<file path="src/rtl/abs_diff_err_acc.sv">
// abs_diff_err_acc: pipelined error-statistics engine for approximate
// absolute-difference circuits. It computes the exact |a-b| for each accepted
// sample, compares it with the approximate circuit's result, and accumulates
// count / nonzero count / max / saturating sum over a programmed run of N
// samples.
//
// Handshake: a sample transfers on a clock edge where in_valid && in_ready.
// in_ready is high only in RUN while fewer than N samples have been accepted.
// It depends only on registered state, never on in_valid. in_valid is ignored
// whenever in_ready is low. There is no backpressure inside the pipeline.
module abs_diff_err_acc #(
    parameter int W  = 6,
    parameter int OW = 6,
    parameter int CW = 16,
    parameter int SW = 24,
    localparam int EW = (W > OW) ? W : OW
) (
    input  logic          clk,
    input  logic          rst,
    input  logic          start,
    input  logic [CW-1:0] num_samples,
    input  logic          in_valid,
    output logic          in_ready,
    input  logic [W-1:0]  a,
    input  logic [W-1:0]  b,
    input  logic [OW-1:0] approx,
    output logic          busy,
    output logic          done,
    output logic [CW-1:0] samples_done,
    output logic [CW-1:0] err_count,
    output logic [EW-1:0] err_max,
    output logic [SW-1:0] err_sum
);

    // Accumulator width: wide enough that adding one per-sample error to the
    // current sum can never wrap before the saturation compare.
    localparam int AW = ((SW > EW) ? SW : EW) + 1;
    localparam logic [AW-1:0] SUM_MAX = AW'({SW{1'b1}});

    typedef enum logic [1:0] {
        IDLE = 2'd0,
        RUN  = 2'd1,
        DONE = 2'd2
    } state_t;

    state_t        state;
    logic [CW-1:0] n_q;
    logic [CW-1:0] acc_cnt;

    logic          v1;
    logic          v2;
    logic [W-1:0]  exact_q;
    logic [OW-1:0] approx_q;
    logic [EW-1:0] err_q;

    logic          accept;
    logic          clear;
    logic [EW-1:0] exact_ext;
    logic [EW-1:0] approx_ext;
    logic [EW-1:0] err_next;
    logic [AW-1:0] sum_wide;

    assign in_ready = (state == RUN) && (acc_cnt != n_q);
    assign accept   = in_valid && in_ready;
    // A start outside RUN begins a new run and wipes the statistics.
    assign clear    = start && (state != RUN);

    // Per-sample error between the exact and approximate differences.
    always_comb begin
        exact_ext  = EW'(exact_q);
        approx_ext = EW'(approx_q);
        err_next   = (exact_ext >= approx_ext) ? (exact_ext - approx_ext)
                                               : (approx_ext - exact_ext);
    end

    // Candidate sum for the saturating accumulator.
    always_comb begin
        sum_wide = AW'(err_sum) + AW'(err_q);
    end

    // Run-control FSM: latches N, counts accepts, waits for pipeline drain.
    always_ff @(posedge clk) begin
        if (rst) begin
            state   <= IDLE;
            busy    <= 1'b0;
            done    <= 1'b0;
            n_q     <= '0;
            acc_cnt <= '0;
        end else begin
            case (state)
                IDLE, DONE: begin
                    if (start) begin
                        state   <= RUN;
                        busy    <= 1'b1;
                        done    <= 1'b0;
                        n_q     <= num_samples;
                        acc_cnt <= '0;
                    end
                end
                RUN: begin
                    if (accept) begin
                        acc_cnt <= acc_cnt + 1'b1;
                    end
                    // Finish only once every accepted sample has been accumulated.
                    if ((acc_cnt == n_q) && !v1 && !v2) begin
                        state <= DONE;
                        busy  <= 1'b0;
                        done  <= 1'b1;
                    end
                end
                default: begin
                    state <= IDLE;
                    busy  <= 1'b0;
                    done  <= 1'b0;
                end
            endcase
        end
    end

    // Two-stage datapath: S1 exact |a-b| with approx delayed, S2 error.
    always_ff @(posedge clk) begin
        if (rst) begin
            v1       <= 1'b0;
            v2       <= 1'b0;
            exact_q  <= '0;
            approx_q <= '0;
            err_q    <= '0;
        end else begin
            v1 <= accept;
            v2 <= v1;
            if (accept) begin
                exact_q  <= (a >= b) ? (a - b) : (b - a);
                approx_q <= approx;
            end
            if (v1) begin
                err_q <= err_next;
            end
        end
    end

    // Statistics accumulate on the edge after S2; cleared by reset or a new run.
    always_ff @(posedge clk) begin
        if (rst || clear) begin
            samples_done <= '0;
            err_count    <= '0;
            err_max      <= '0;
            err_sum      <= '0;
        end else if (v2) begin
            samples_done <= samples_done + 1'b1;
            if (err_q != '0) begin
                err_count <= err_count + 1'b1;
            end
            if (err_q > err_max) begin
                err_max <= err_q;
            end
            err_sum <= (sum_wide > SUM_MAX) ? SW'(SUM_MAX) : SW'(sum_wide);
        end
    end

endmodule

</file>
<file path="config.mk">
export PLATFORM = sky130hd
export DESIGN_NAME = abs_diff_err_acc
export DESIGN_NICKNAME = d
export VERILOG_FILES = /design/src/rtl/abs_diff_err_acc.sv
export SDC_FILE = /design/constraint.sdc
export NUM_CORES = 1
export LEC_CHECK = 0
export ABC_AREA = 1
export BUFFER_PORTS_ARGS = -buffer_cell sky130_fd_sc_hd__buf_2
export CAP_MARGIN = 30
export CORE_ASPECT_RATIO = 0.8
export CORE_UTILIZATION = 35
export DETAILED_ROUTE_END_ITERATION = 10
export PLACE_DENSITY = 0.64
export SYNTH_ARGS = -nofsm -noshare
export SYNTH_HDL_FRONTEND = slang
export SYNTH_SLANG_ARGS = --single-unit
</file>
<file path="constraint.sdc">
create_clock -name clk -period 5.92 [get_ports clk]
set_input_delay 0.888 -clock clk [delete_from_list [all_inputs] [get_ports clk]]
set_output_delay 0.888 -clock clk [all_outputs]
set_load 0.01 [all_outputs]
</file>
==> reports/metrics.yaml, run 1 <==
setup_path:
  crit_path_end_kind: "output port"
  critPathArrivalTime_ns: 1.80
  crit_path_max_incr_delay_ns: 0.46
  crit_required_ns: 5.03
  path_common_cell: "nand2_1"
  cp_max_fo: 6
  critPathLaunchType: "flop"
  path_delay_family: "simple AND/OR/NAND/NOR gates"
  cp_num_buf_inv: 2
  path_cells: "inv_1 -> nand2_1 -> nand2_1 -> nor2_1 -> nand2_1 -> nor2_2 -> a21oi_1 -> buf_2"
  critical_path_class: "flop to output port"
  cp_slowest_cell: "dfxtp_1"
hold_path:
  hp-class: "flop to flop"
synthesis:
  synth_cell_type_count: 37
  synth-async-reset-ratio: 0
  syn_nets: 1164
  synthCells: 1084
  synth_edf_count: 0
  synth.most_common_cell: "nand2_1"
  synthFlopType: "dfxtp_1"
  synth.avg_cell_area_um2: 6.63
  yosysWarnings: 0
  synth-compound-area-share: 0.138
  synth_xor_area_frac: 0.0609
  seq_area_frac_synth: 0.326
  synth-simple-area-share: 0.295
  yosys_register_bits: 117
  netlist.area_leader.share: 0.326
  synth.area.mux_share: 0
  ys_top_cells_by_count: "245 x nand2_1, 146 x inv_1, 117 x dfxtp_1"
  ys_top_cells_by_area: "dfxtp_1 33%, nand2_1 13%, inv_1 7.6%, a21oi_1 6.9%, ha_1 6.4%"
  synth_fa_ha_area_frac: 0.0783
  synth_top_family_by_area: "simple AND/OR/NAND/NOR gates"
  synth_area_um2: 7190
  yosysTopAreaCell: "dfxtp_1"
power:
  peakVddDrop_mv: 0.147
  power_frac_comb: 0.129
  clkPwrFrac: 0.500
  p_sw_frac: 0.262
  intPower_mw: 1.65
  p_sw_mw: 0.586
  seq_power_share: 0.371
  p_leak_nw: 3.82
  pwr_density_cell_nw_per_um2: 262
cts:
  cts_max_level: 4
  hold_buffers: 0
  post_cts_buffers: 0
  insertion_delay_ns: 0.42
  cts_made_buffers: 17
  root_buffer: "clkbuf_16"
  cts-resized-gates: 0
  cts_tree: "yes"
  cts.sinks: 117
  cts_buffer_depth: 2
  clk_pin_slew_worst_paths_ns: 0.05
global_routing:
  grt_max_degree: 47
  grt_pass1_wl_mm: 30.3
  antenna_found_initial: 0
  overflow: 0
  grt_usage: 0.177
  grt_pass1_vias: 6299
floorplanning:
  coreArea_um2: 20000
  io_pins: 103
  fp-row-count: 46
  start_util: 0.360
  die_area_um2: 21100
  die_y_um: 130
  die_w_um: 162
sta:
  hold_viol: 0
  whs_ns: 0.466
  slew_headroom: 0.360
  period_needed_ns: 2.68
  setup_viol_count_final: 0
  fin_crit_sh: 0.453
  fin_worst_skew_ns: 0.0107
  rsz0062_at_grt: "false"
  timing.fmax_mhz: 373
  fin_tns_setup_ns: 0
  tightest_slew_ns: 0.959
  slew_violations: 0
drt:
  vias_per_cell: 4.76
  vias: 6907
  drt-initial-drc-count: 461
  drt_wl_total_mm: 17.9
  ant_nets: 0
  drt_pass1_iterations: 5
  drc: 0
  wl_per_cell_um: 12.4
final_layout:
  diodes: 0
  multi_input_area_um2: 4110
  fillers: 2105
  fin_util: 0.428
  syn2layout_area_growth_pct: 18.9
  seq_area_um2: 2340
  final_layout_size_suffix_gt1_frac: 0.130
  fin_nets: 1253
placed_design:
  gp_congestion: 0.892
  portBuffers: 102
  dp_hpwl_mm: 13.1
job:
  drv_cap: 0
status:
  status: "finished clean"
registers in the layout, indices dropped and copies added, names as in the netlist:
name,cells
samples_done,16
err_sum,24
busy,1
err_count,16
approx_ext,6
state,1
err_q,6
v2,1
n_q,16
done,1
exact_ext,6
err_max,6
acc_cnt,16
v1,1
cells in the final DEF (no fill, tap or decap), types with 2 or more instances in the layout:
| master | n |
|---|---|
| buf_4 | 3 |
| fa_1 | 5 |
| nor3_2 | 2 |
| nand2_2 | 3 |
| o21ai_0 | 59 |
| nor2_1 | 112 |
| clkinvlp_4 | 2 |
| nor3_1 | 29 |
| inv_2 | 6 |
| nand3_1 | 76 |
| xor2_1 | 36 |
| nand4_1 | 20 |
| buf_2 | 102 |
| clkinv_2 | 3 |
| ha_1 | 37 |
| xnor2_1 | 14 |
| clkbuf_8 | 3 |
| o21bai_1 | 2 |
| o211ai_1 | 2 |
| dfxtp_1 | 117 |
| inv_1 | 146 |
| nor2_4 | 2 |
| nand2_1 | 245 |
| o21ai_1 | 10 |
| bufinv_16 | 4 |
| clkbuf_16 | 17 |
| clkinv_4 | 3 |
| a21oi_1 | 99 |
| nand3b_1 | 3 |
| a21boi_0 | 2 |
| a31oi_1 | 10 |
| o21a_1 | 3 |
routing by layer:
metal	vias to the layer above	routed length [um]	GRT usage
met4	0	217	0.0633
met3	20	817	0.0334
li1	3674	-	-
met5	-	0	0
met2	159	7690	0.277
met1	3054	9190	0.243
cell families after synthesis:
family                     Yosys count
and+or+nand+nor                    497
AOI/OAI and AO/OA                  190
buffers and inverters              188
DFF                                117
xor gates and xnor gates            50
adders and majority gates           42
worst register-to-register path: stages (launching register included):
cell and delay [ns]:
dfxtp_1 0.38, ha_1 0.19, inv_1 0.05, fa_1 0.41
o21ai_1 0.32, nand2_1 0.12, nand2_1 0.13, nand4_1 0.40
buf_8 0.31, inv_2 0.09, nor2_1 0.05, nor2_1 0.09
worst paths after layout:
check / start / to / slack [ns] / cells after the start
min: err_max[0] / err_max[0] / 0.47 / 2
max: acc_cnt[8] / in_ready / 3.24 / 8
min reg2reg: err_max[0] / err_max[0] / 0.47 / 2
max reg2reg: err_q[0] / err_sum[12] / 3.31 / 11
power by group through the flow:
stage                     clock, mW  combinational [mW]  sequential [mW]
after floorplan                   0               0.222            0.843
after global placement            0               0.286            0.847
after detailed placement          0               0.289            0.848
after CTS                      1.14               0.291            0.831
after global routing           1.18               0.333            0.833
final                          1.12               0.289            0.831
cell type report:
type,instances,share of cell area
Clock inverter,12,0.0206
Sequential cell,117,0.274
Tap cell,264,0.0386
Timing Repair Buffer,106,0.0641
Inverter,152,0.0668
Clock buffer,20,0.0546
Multi-Input combinational cell,779,0.481
through the flow:
step                setup WS, ns  total power, mW  area (um2)  instances
global placement            3.07             1.13        7890       1417
finish                      3.24             2.24        8550       1450
detailed placement          3.24             1.14        7900       1418
global route                3.06             2.34        8550       1450
CTS                         3.21             2.27        8550       1450
floorplan                   3.66             1.07        7190       1084
Note: power is estimated with default switching activity, not from simulation.
==> inputs of run 2 (changes only) <==
Settings changed: ABC_AREA 1 to 0, PLACE_DENSITY 0.64 to 0.65.
Clock period 5.92 ns to 2.5 ns, I/O delays scaled along.
==> run 2 against run 1 <==
  * The flow now finishes with violations (design-rule violations)
  * Utilization is 1.7 points higher
  * Clock power rose by 110%
  * Power grew 120%
  * Cell area shrank 8.9%
  * Clock skew shrank 0.0011 ns
  * Area after synthesis down 12%
  * Worst setup slack worse by 3.1 ns
  * Global-route usage down 1.1 points
  * Critical path type is now flop to flop
==> reports/metrics.yaml, run 2 <==
setup_path:
  critPathLaunchType: "flop"  # unchanged
  crit_path_end_kind: "flop"  # was output port
  critPathArrivalTime_ns: 2.64  # was 1.80 ns
  cp_max_fo: 6  # unchanged
  critical_path_class: "flop to flop"  # was flop to output port
  crit_required_ns: 2.80  # was 5.03 ns
sta:
  setup_viol_count_final: 0  # unchanged
  fin_crit_sh: 0.938
  whs_ns: 0.196  # was 0.466 ns
  timing.fmax_mhz: 426
  period_needed_ns: 2.35
  hold_viol: 0  # unchanged
  tightest_slew_ns: 0.592  # was 0.959 ns
  slew_violations: 0  # unchanged
  fin_tns_setup_ns: 0  # unchanged
  rsz0062_at_grt: "false"  # unchanged
  slew_headroom: 0.605  # was 0.360
  fin_worst_skew_ns: 0.00969  # was 0.0107 ns
cts:
  insertion_delay_ns: 0.42  # about the same
  clk_pin_slew_worst_paths_ns: 0.05  # about the same
  root_buffer: "clkbuf_16"  # unchanged
  hold_buffers: 0  # unchanged
  cts_tree: "yes"  # unchanged
  cts_max_level: 4  # unchanged
  cts_made_buffers: 17  # unchanged
  cts.sinks: 117  # unchanged
  cts_buffer_depth: 2  # unchanged
power:
  p_leak_nw: 3.28  # was 3.82 nW
  p_sw_frac: 0.248  # was 0.262
  seq_power_share: 0.400  # was 0.371
  intPower_mw: 3.67  # was 1.65 mW
  pwr_density_cell_nw_per_um2: 628  # was 262 nW/um2
  peakVddDrop_mv: 0.319  # was 0.147 mV
  p_sw_mw: 1.21  # was 0.586 mW
  power_frac_comb: 0.121  # was 0.129
  clkPwrFrac: 0.480  # was 0.500
final_layout:
  multi_input_area_um2: 3730  # was 4110 um2
  layout_common_cells: "117 x dfxtp_1, 102 x buf_2, 90 x nor2_1"  # was 245 x nand2_1, 146 x inv_1, 117 x dfxtp_1
  largest_reg_flops: 24  # unchanged
  seq_area_um2: 2340  # unchanged
  final_layout_size_suffix_gt1_frac: 0.209  # was 0.130
  diodes: 0  # unchanged
  fillers: 1740  # was 2105
  final_cell_area_um2: 7780  # was 8550 um2
  final_common_cell: "dfxtp_1"  # was nand2_1
  stdcell_count: 1102  # was 1450
  syn2layout_area_growth_pct: 23.7  # was 18.9%
  fin_nets: 944  # was 1253
  top_register: "err_sum"  # unchanged
placed_design:
  gp_congestion: 0.817  # was 0.892
  dp_hpwl_mm: 10.9  # was 13.1 mm
  place_inst: 1066  # was 1418
  post_dp_cell_area_um2: 7140  # was 7900 um2
  portBuffers: 102  # unchanged
synthesis:
  yosys_register_bits: 117  # unchanged
  synth_cell_type_count: 60  # was 37
  syn_nets: 823  # was 1164
  synth_edf_count: 0  # unchanged
  netlist.area_leader.share: 0.372  # was 0.326
  synthCells: 743  # was 1084
  synthFlopType: "dfxtp_1"  # unchanged
  synth.avg_cell_area_um2: 8.47  # was 6.63 um2
  synth.most_common_cell: "dfxtp_1"  # was nand2_1
  ys_top_cells_by_area: "dfxtp_1 37%, ha_1 7.4%, xor2_1 6.5%, nor2_1 5.5%, nand2_1 4.2%"  # was dfxtp_1 33%, nand2_1 13%, inv_1 7.6%, a21oi_1 6.9%, ha_1 6.4%
  seq_area_frac_synth: 0.372  # was 0.326
  ys_top_cells_by_count: "117 x dfxtp_1, 92 x nor2_1, 71 x nand2_1"  # was 245 x nand2_1, 146 x inv_1, 117 x dfxtp_1
  synth_area_um2: 6290  # was 7190 um2
  synth-async-reset-ratio: 0  # unchanged
  yosysWarnings: 0  # unchanged
  yosysTopAreaCell: "dfxtp_1"  # unchanged
floorplanning:
  io_pins: 103  # unchanged
  fp-row-count: 43  # was 46
  die_area_um2: 18500  # was 21100 um2
  start_util: 0.360  # about the same
  coreArea_um2: 17500  # was 20000 um2
  die_y_um: 122  # was 130 um
  die_w_um: 152  # was 162 um
global_routing:
  grt_pass1_wl_mm: 24.6  # was 30.3 mm
  antenna_found_initial: 0  # unchanged
  grt_usage: 0.166  # was 0.177
  overflow: 0  # unchanged
  grt_max_degree: 55  # was 47
  grt_pass1_vias: 5064  # was 6299
drt:
  drc: 14  # was 0
  vias_per_cell: 4.99  # was 4.76
  wl_per_cell_um: 13.5  # was 12.4 um
  ant_nets: 0  # unchanged
  drt_wl_total_mm: 14.8  # was 17.9 mm
  drt-initial-drc-count: 238  # was 461
  drt_pass1_iterations: 7  # was 5
  vias: 5497  # was 6907
status:
  failed_checks: "design-rule violations"
  status: "finished, violations left"  # was finished clean
job:
  drv_cap: 0  # unchanged
hold_path:
  hp-class: "input pin to flop"  # was flop to flop
[run 2: cell count changes after synthesis, sizes merged, moves of 11 or more]
cell,previous run,this run
or3,0,12
xor2,36,47
mux2i,0,22
o21ai,69,31
nor2,115,92
nand3,77,24
inv,152,44
nand2,248,71
and3,1,18
a21oi,100,49
nor2b,0,14
nor3,31,17
[run 2: worst max-delay path, stage by stage (launching register included)]
cell and delay, ns:
dfxtp_1 0.37, inv_1 0.06, ha_1 0.35, a21oi_1 0.21
o21ai_2 0.10, o41ai_4 0.25, buf_4 0.21, mux2i_1 0.30
a21oi_1 0.14, mux2i_1 0.16, nand3_1 0.08
[run 2: stage by stage]
step | total power [mW] | setup WS (ns) | utilization
after floorplan | 2.40 | 0.122 | -
after global placement | 2.57 | 0.0737 | 0.409
after detailed placement | 2.58 | 0.00982 | 0.409
after CTS | 4.95 | 0.0342 | 0.441
after global routing | 5.11 | 0.00487 | 0.445
final | 4.89 | 0.154 | 0.445
[run 2: routing by layer]
metal / share of wire / vias up / track usage
li1: - / 2831 / -
met1: 0.50 / 2537 / 0.222
met2: 0.44 / 121 / 0.257
met3: 0.054 / 8 / 0.0484
met4: 0.0064 / 0 / 0.0529
met5: 0 / - / 0
[run 2: layout make-up]
type | count | share of cell area
multi-input cells | 560 | 0.479
flip-flops and latches | 117 | 0.301
repair buffers | 124 | 0.0889
clock buffers | 23 | 0.0601
well taps | 225 | 0.0362
inverters | 44 | 0.0212
clock inverters | 9 | 0.0132
[run 2: cells by family after synthesis]
family	Yosys count	share of synthesized area
and+or+nand+nor	301	0.238
xor gates and xnor gates	60	0.0835
muxes	23	0.0368
adders and majority gates	42	0.0895
AOI/OAI and AO/OA	133	0.138
buffers and inverters	67	0.0417
DFF	117	0.372
[run 2: repair_timing]
action | 4_1_cts | 5_1_grt
pin swaps | 0 | 5
endpoints found under the setup margin | 1 | 17
hold endpoints to repair | 0 | 0
resized for setup | 1 | 10
setup buffers | 0 | 3
cloned | 0 | 1
[run 2: power by group through the flow]
stage                     clock (mW)  sequential (mW)  combinational [mW]
after floorplan                    0             1.98               0.414
after global placement             0             1.99               0.579
after detailed placement           0             1.99               0.584
after CTS                       2.41             1.95               0.589
after global routing            2.49             1.96               0.668
final                           2.34             1.95               0.590
[run 2: worst paths after layout]
check                                   from             to  slack, ns  depth (start not counted)
worst max-delay path            exact_ext[3]       err_q[5]       0.15                         10
worst min-delay path               approx[3]  approx_ext[3]       0.20                          3
worst min register to register        n_q[7]         n_q[7]       0.47                          2
worst max register to register  exact_ext[3]       err_q[5]       0.15                         10
